File: config.mk
export PLATFORM = sky130hd
export DESIGN_NAME = memory_cc
export DESIGN_NICKNAME = d
export VERILOG_FILES = /design/src/rtl/memory_cc.sv
export SDC_FILE = /design/constraint.sdc
export NUM_CORES = 2
export LEC_CHECK = 0
export ABC_AREA = 1
export CORE_UTILIZATION = 45
export CTS_BUF_LIST = sky130_fd_sc_hd__clkbuf_16
export CTS_CLUSTER_DIAMETER = 150
export DETAILED_ROUTE_END_ITERATION = 10
export PLACE_DENSITY_LB_ADDON = 0.15
export SLEW_MARGIN = 20
export SYNTH_ARGS = -nofsm -noshare
export SYNTH_HDL_FRONTEND = slang
export SYNTH_SLANG_ARGS = --single-unit
File: constraint.sdc
create_clock -name clk -period 2.4 [get_ports clk]
set_input_delay 0.36 -clock clk [delete_from_list [all_inputs] [get_ports clk]]
set_output_delay 0.36 -clock clk [all_outputs]
set_load 0.01 [all_outputs]
File: src/rtl/memory_cc.sv
// memory_cc: memory stage of the five-stage RISC-V pipeline.
// Word-addressed data memory with async read and synchronous store, plus
// the M/W pipeline register and the combinational writeback mux ResultW.
// Optional feature macro: MEMORY_CC_BOUNDS_CHECK_EN (alignment/range fault
// checking with a sticky MemFaultW flag). Undefined: addresses are truncated
// to the word index and MemFaultW is tied to 0.
module memory_cc #(
  parameter int DEPTH = 64,
  parameter int AW    = 6
) (
  input  logic        clk,
  input  logic        rst,
  input  logic        RegWriteM,
  input  logic        ResultSrcM,
  input  logic        MemWriteM,
  input  logic [4:0]  RDM,
  input  logic [31:0] ALUResultM,
  input  logic [31:0] WriteDataM,
  output logic        RegWriteW,
  output logic        ResultSrcW,
  output logic [4:0]  RDW,
  output logic [31:0] ALUResultW,
  output logic [31:0] ReadDataW,
  output logic [31:0] ResultW,
  output logic        MemFaultW
);

  logic [31:0]   mem [DEPTH];
  logic [AW-1:0] idx;
  logic [31:0]   readData;
  logic          storeEn;

  assign idx = ALUResultM[AW+1:2];

  // NOTE: every always_comb below assigns each of its outputs a default
  // first; a path that leaves one unassigned would infer a latch.
`ifdef MEMORY_CC_BOUNDS_CHECK_EN
  logic isAccess;
  logic badAddr;
  logic fault;

  // Classify the access; a faulting access neither stores nor returns data
  always_comb begin
    storeEn  = MemWriteM;
    readData = mem[idx];
    isAccess = MemWriteM || (ResultSrcM && RegWriteM);
    badAddr  = (ALUResultM[1:0] != 2'b00) || (ALUResultM[31:AW+2] != '0);
    fault    = isAccess && badAddr;
    if (fault) begin
      storeEn  = 1'b0;
      readData = '0;
    end
  end

  // Sticky fault flag, set at the faulting edge and cleared only by reset
  always_ff @(posedge clk or negedge rst) begin
    if (!rst)       MemFaultW <= 1'b0;
    else if (fault) MemFaultW <= 1'b1;
  end
`else
  // Unchecked access: the address is simply truncated to the word index
  always_comb begin
    storeEn  = MemWriteM;
    readData = mem[idx];
  end

  assign MemFaultW = 1'b0;
`endif

  // Data memory: full-word store on the clock edge, cleared by reset
  always_ff @(posedge clk or negedge rst) begin
    if (!rst) begin
      // NOTE: the memory is reset word by word, so it maps to flops rather
      // than a RAM macro; keep DEPTH small when this stage is reused.
      for (int i = 0; i < DEPTH; i++) mem[i] <= '0;
    end else if (storeEn) begin
      mem[idx] <= WriteDataM;
    end
  end

  // M/W pipeline register; ReadDataW takes the pre-store read value
  always_ff @(posedge clk or negedge rst) begin
    if (!rst) begin
      // NOTE: state is written with <= so every register samples the values
      // from before the edge, which is also what gives read-before-write.
      RegWriteW  <= 1'b0;
      ResultSrcW <= 1'b0;
      RDW        <= '0;
      ALUResultW <= '0;
      ReadDataW  <= '0;
    end else begin
      RegWriteW  <= RegWriteM;
      ResultSrcW <= ResultSrcM;
      RDW        <= RDM;
      ALUResultW <= ALUResultM;
      ReadDataW  <= readData;
    end
  end

  // Writeback mux; depends on W-side registers only
  assign ResultW = ResultSrcW ? ReadDataW : ALUResultW;

endmodule

# Word-level counts from Yosys, hierarchy flattened
# Cells that the tools add are included.
# word_totals
regBits,2119
output_inout_bits,104
# classes
n_reduce_logical,1
muxes,7
magnitude_cmp,2
n_bitwise,1
# ops
operator,count
2048-bit bitwise mux,1
32-bit binary-select mux with 6-bit select,1
32-bit demux with 6-bit select,1
32-bit 2-to-1 mux,4
7-bit greater-or-equal comparator (second input constant),1
7-bit by 1-bit < comparator with 1-bit output (second input constant),1
6-bit NOT with 7-bit output,1
1-bit logical AND,1

# Longest topological paths before layout
# logic_depth
word_depth,6
mapped_depth,15

# Least setup slack after synthesis
# No wires, ideal clock.
# synth_path
path_type,input port to flip-flop
start,input port ALUResultM[4]
end,register mem[1758] in the netlist's numbering
slack_ns,0.499
setup_ns,0.137
t_arrival_ns,1.764
cell_stages,7
path_cell_list,buf_2 buf_2 nor2_4 nand3_4 nor2_8 buf_2 a21oi_1
# synth_between
elab_chain_len,6
word_cells_on_any_way,7
cone_classes,2 x order compare; 3 x mux; 1 x bitwise; 1 x reduce/logical
# synth_lines
element,line_no,source
start: declaration,17,"input logic [31:0] ALUResultM,"
6-bit NOT with 7-bit output (implied by the code) (*),77,mem[idx] <= WriteDataM;
7-bit greater-or-equal comparator (implied by the code) / 7-bit by 1-bit < comparator with 1-bit output (equally long branches),77,
1-bit logical AND (implied by the code),77,
32-bit 2-to-1 mux (implied by the code),77,
32-bit demux with 6-bit select (*),77,
2048-bit bitwise mux (*),77,
end signal: indexed assignment,77,
end: declaration,28,logic [31:0] mem [DEPTH];
# Every way passes the cells marked *; elsewhere a longest branch is shown, timed or not.
# A chain may end at the register's enable or synchronous reset.

# Worst setup path in the final report
# layout_path
start,register ResultSrcW
end,output port ResultW[31]
# layout_between
elab_chain_len,1
# layout_lines
element,line_no,source
start: declaration,20,"output logic ResultSrcW,"
start signal: assignment,93,ResultSrcW <= ResultSrcM;
32-bit 2-to-1 mux,101,assign ResultW = ResultSrcW ? ReadDataW : ALUResultW;
end: declaration,24,"output logic [31:0] ResultW,"
# No other way between the ends.

==> run metrics <==
status=complete, but fails checks; failing checks=negative setup slack; Yosys top cell by area=dfrtp_1; fmax=around 380 MHz; Layout Skew=a little over 40 ps; Yosys reg bits=2119; routability congestion estimate=between 0.8 and 0.9; Design Area, Final=between 100000 and 150000 um2; Nets=between 10000 and 15000; post-route ant nets=0; Clock Sinks=2119; routed wire length=between 300 and 400 mm; element type at the critical path end=output pin; FFs w/ async S/R, synth=100%; Power Density=around 800 nW/um2; Detailed Route Iter0 Violations=roughly 8000; Post-route DRC=0; Root Driver=clkbuf_16; Final setup viols=32; Mapped Cells=around 13000; TritonCTS Buffers=230; grt met3 use=3.90%; Remaining Overflow, GRT=0; drt pass-1 iters=8; crit share post-route=111%; GR Layer Usage met1=about two fifths; Leak=around 60 nW; Synth Net Count=13300; grt met2 use=between 40% and 50%; Die W=roughly 470 um; final hold violations=0; P&R area growth vs syn=16.3%; Tmin final=around 2700 ps; Std-Cell Core Area=around 220000 um2; utilization after layout=~53%; IO Pins=between 150 and 200; total global routing track utilization=30.3%; Worst Max-Slew Pin Slew=roughly 900 ps; post-DP HPWL=between 200 and 250 mm; cell with the most instances after synthesis=nand2_1; Crit path required time=2040 ps; Clock Path Buffers=3; post-synth top area share=53.5%; H-tree levels=4; Core Rows=roughly 170; Slew Viols, Final=0; CTS tree=yes; vias in the first global route=~83000; Mapped Avg Cell Area=approximately 7.5 um2; largest net degree at the start of global routing=99; Post-synth EDFFs=0; DR vias/cell=5.33; synth unique cells=28; Ys Warns=0; slew margin rel.=about two fifths; top_reg_cell synth=dfrtp_1; Worst setup SP type=flip-flop; initial antenna violation count=4; starting density of the core=45.4%; final-layout fill cell count=~20000; RSZ-0062 raised after global routing=true; clk slew on worst S/H paths=about 60 ps; Worst IR Drop VDD=between 0.8 and 0.9 mV; routed vias=approximately 87000; setup ws final=-255 ps; die extent in y=471 um; DR WL/cell=about 21 um; worst-skew pair later-pin latency=about 900 ps; die area=222000 um2; share of cells above drive strength 1=around 7.9%; ranking of synthesized cells by area=dfrtp_1, nand2_1, o21ai_0, a21oi_1, nor2_1; CP Class=reg2out; Seq/Total Area, Yosys=53.5%; Top Usage Layer GRT=met2; critical path fanouts, max=5; hold crit path type=in2async; Area after DPL=about 110000 um2; mapped cell area=99100 um2; top cells by count, synth=nand2_1, dfrtp_1, o21ai_0; Maximum Capacitance Violations=0; port buffer count=between 150 and 200; first-pass GRT wire length=slightly above 500 mm; crit path DAT=2290 ps
[path summary, 6_finish.rpt]
kind,start,to,slack [ps],depth (start not counted)
worst max register to register,mem[1819]$_DFFE_PN0P_,ReadDataW[27]$_DFF_PN0_,580,11
worst min register to register,mem[638]$_DFFE_PN0P_,mem[638]$_DFFE_PN0P_,480,2
max in group asynchronous,rst,mem[314]$_DFFE_PN0P_,1170,4
worst min-delay path,rst,mem[1638]$_DFFE_PN0P_,60,2
worst max-delay path,ResultSrcW$_DFF_PN0_,ResultW[31],-250,5
min in group clk,WriteDataM[30],mem[510]$_DFFE_PN0P_,200,3
[flip-flops by register name, summed over array words and instances, names as in the netlist]
register / cells
ALUResultW: 32
RDW: 5
ReadDataW: 32
RegWriteW: 1
ResultSrcW: 1
mem: 2048
[worst max-delay path: stages, from the launching register on]
cell     delay, ps
dfrtp_4        510
buf_12         140
buf_12         140
buf_12         170
mux2_4         310
buf_6          120
[per-layer routing]
metal	part of all wire, %	up-vias
met3	6.4	613
li1	-	41300
met5	0	-
met2	46	2964
met1	43	41900
met4	4.3	0
[placed cells by master, fill, tap and decap left out, types with 5 or more instances in the layout]
cell and instances:
nand2_1 6518, dfrtp_1 2116, o21ai_0 1192, nor2_1 1013
a21oi_1 943, buf_4 295, buf_12 257, inv_1 234
clkbuf_16 233, clkdlybuf4s50_1 139, o21ai_1 80, clkinv_1 78
inv_2 42, dlygate4sd3_1 38, buf_6 37, nand2_2 29
clkinv_2 29, mux2_2 22, nor2_4 20, nor2_8 16
bufinv_16 14, mux2_4 10, diode_2 9, nor3_4 9
nand3_1 8, inv_6 6, o211ai_1 5, clkinvlp_4 5
buf_8 5
[cell type report]
| cell class | instances | area, um2 | area share, % |
|---|---|---|---|
| Sequential cell | 2119 | 53000 | 46.0 |
| Tap cell | 2854 | 3570 | 3.10 |
| Antenna cell | 9 | 22.5 | 0.0195 |
| Multi-Input combinational cell | 9878 | 40800 | 35.5 |
| Inverter | 229 | 882 | 0.766 |
| Timing Repair Buffer | 776 | 9740 | 8.46 |
| Clock buffer | 233 | 5830 | 5.06 |
| Clock inverter | 190 | 1290 | 1.12 |
[where the power goes]
part	switching, mW	leakage, nW	internal [mW]
sequential	2.97	27.1	41.6
clock	15.0	3.67	19.0
combinational	9.63	28.6	6.13
[logic make-up after synthesis]
kind of cell / after synthesis / share of synthesized area (%)
simple gates: 7625 / 29.6
compound gates: 2220 / 11.2
mux: 32 / 0.364
buf+inv: 1236 / 5.31
flops: 2119 / 53.5
other cells: 1 / 0.00379
[stage by stage]
stage	hold slack [ps]	TNS, ps	setup slack [ps]	power [mW]	std cells
after CTS	29.7	-7870	-353	94.8	16300
after detailed placement	280	-164000	-419	60.7	15800
after global routing	89.5	-7640	-307	99.3	16300
after floorplan	64.4	0	499	54.7	13200
final	64.2	-6190	-255	94.3	16300
after global placement	284	-106890	-414	60.1	15800
[timing repair]
action                                  4_1_cts  5_1_grt
hold buffers                                 38        0
endpoints found under the hold margin      1129        0
endpoints found under the setup margin       35       32
resized for setup                           175       17
cloned                                        3        0
setup buffers                                15        2
Power figures use the tool's default switching activity.
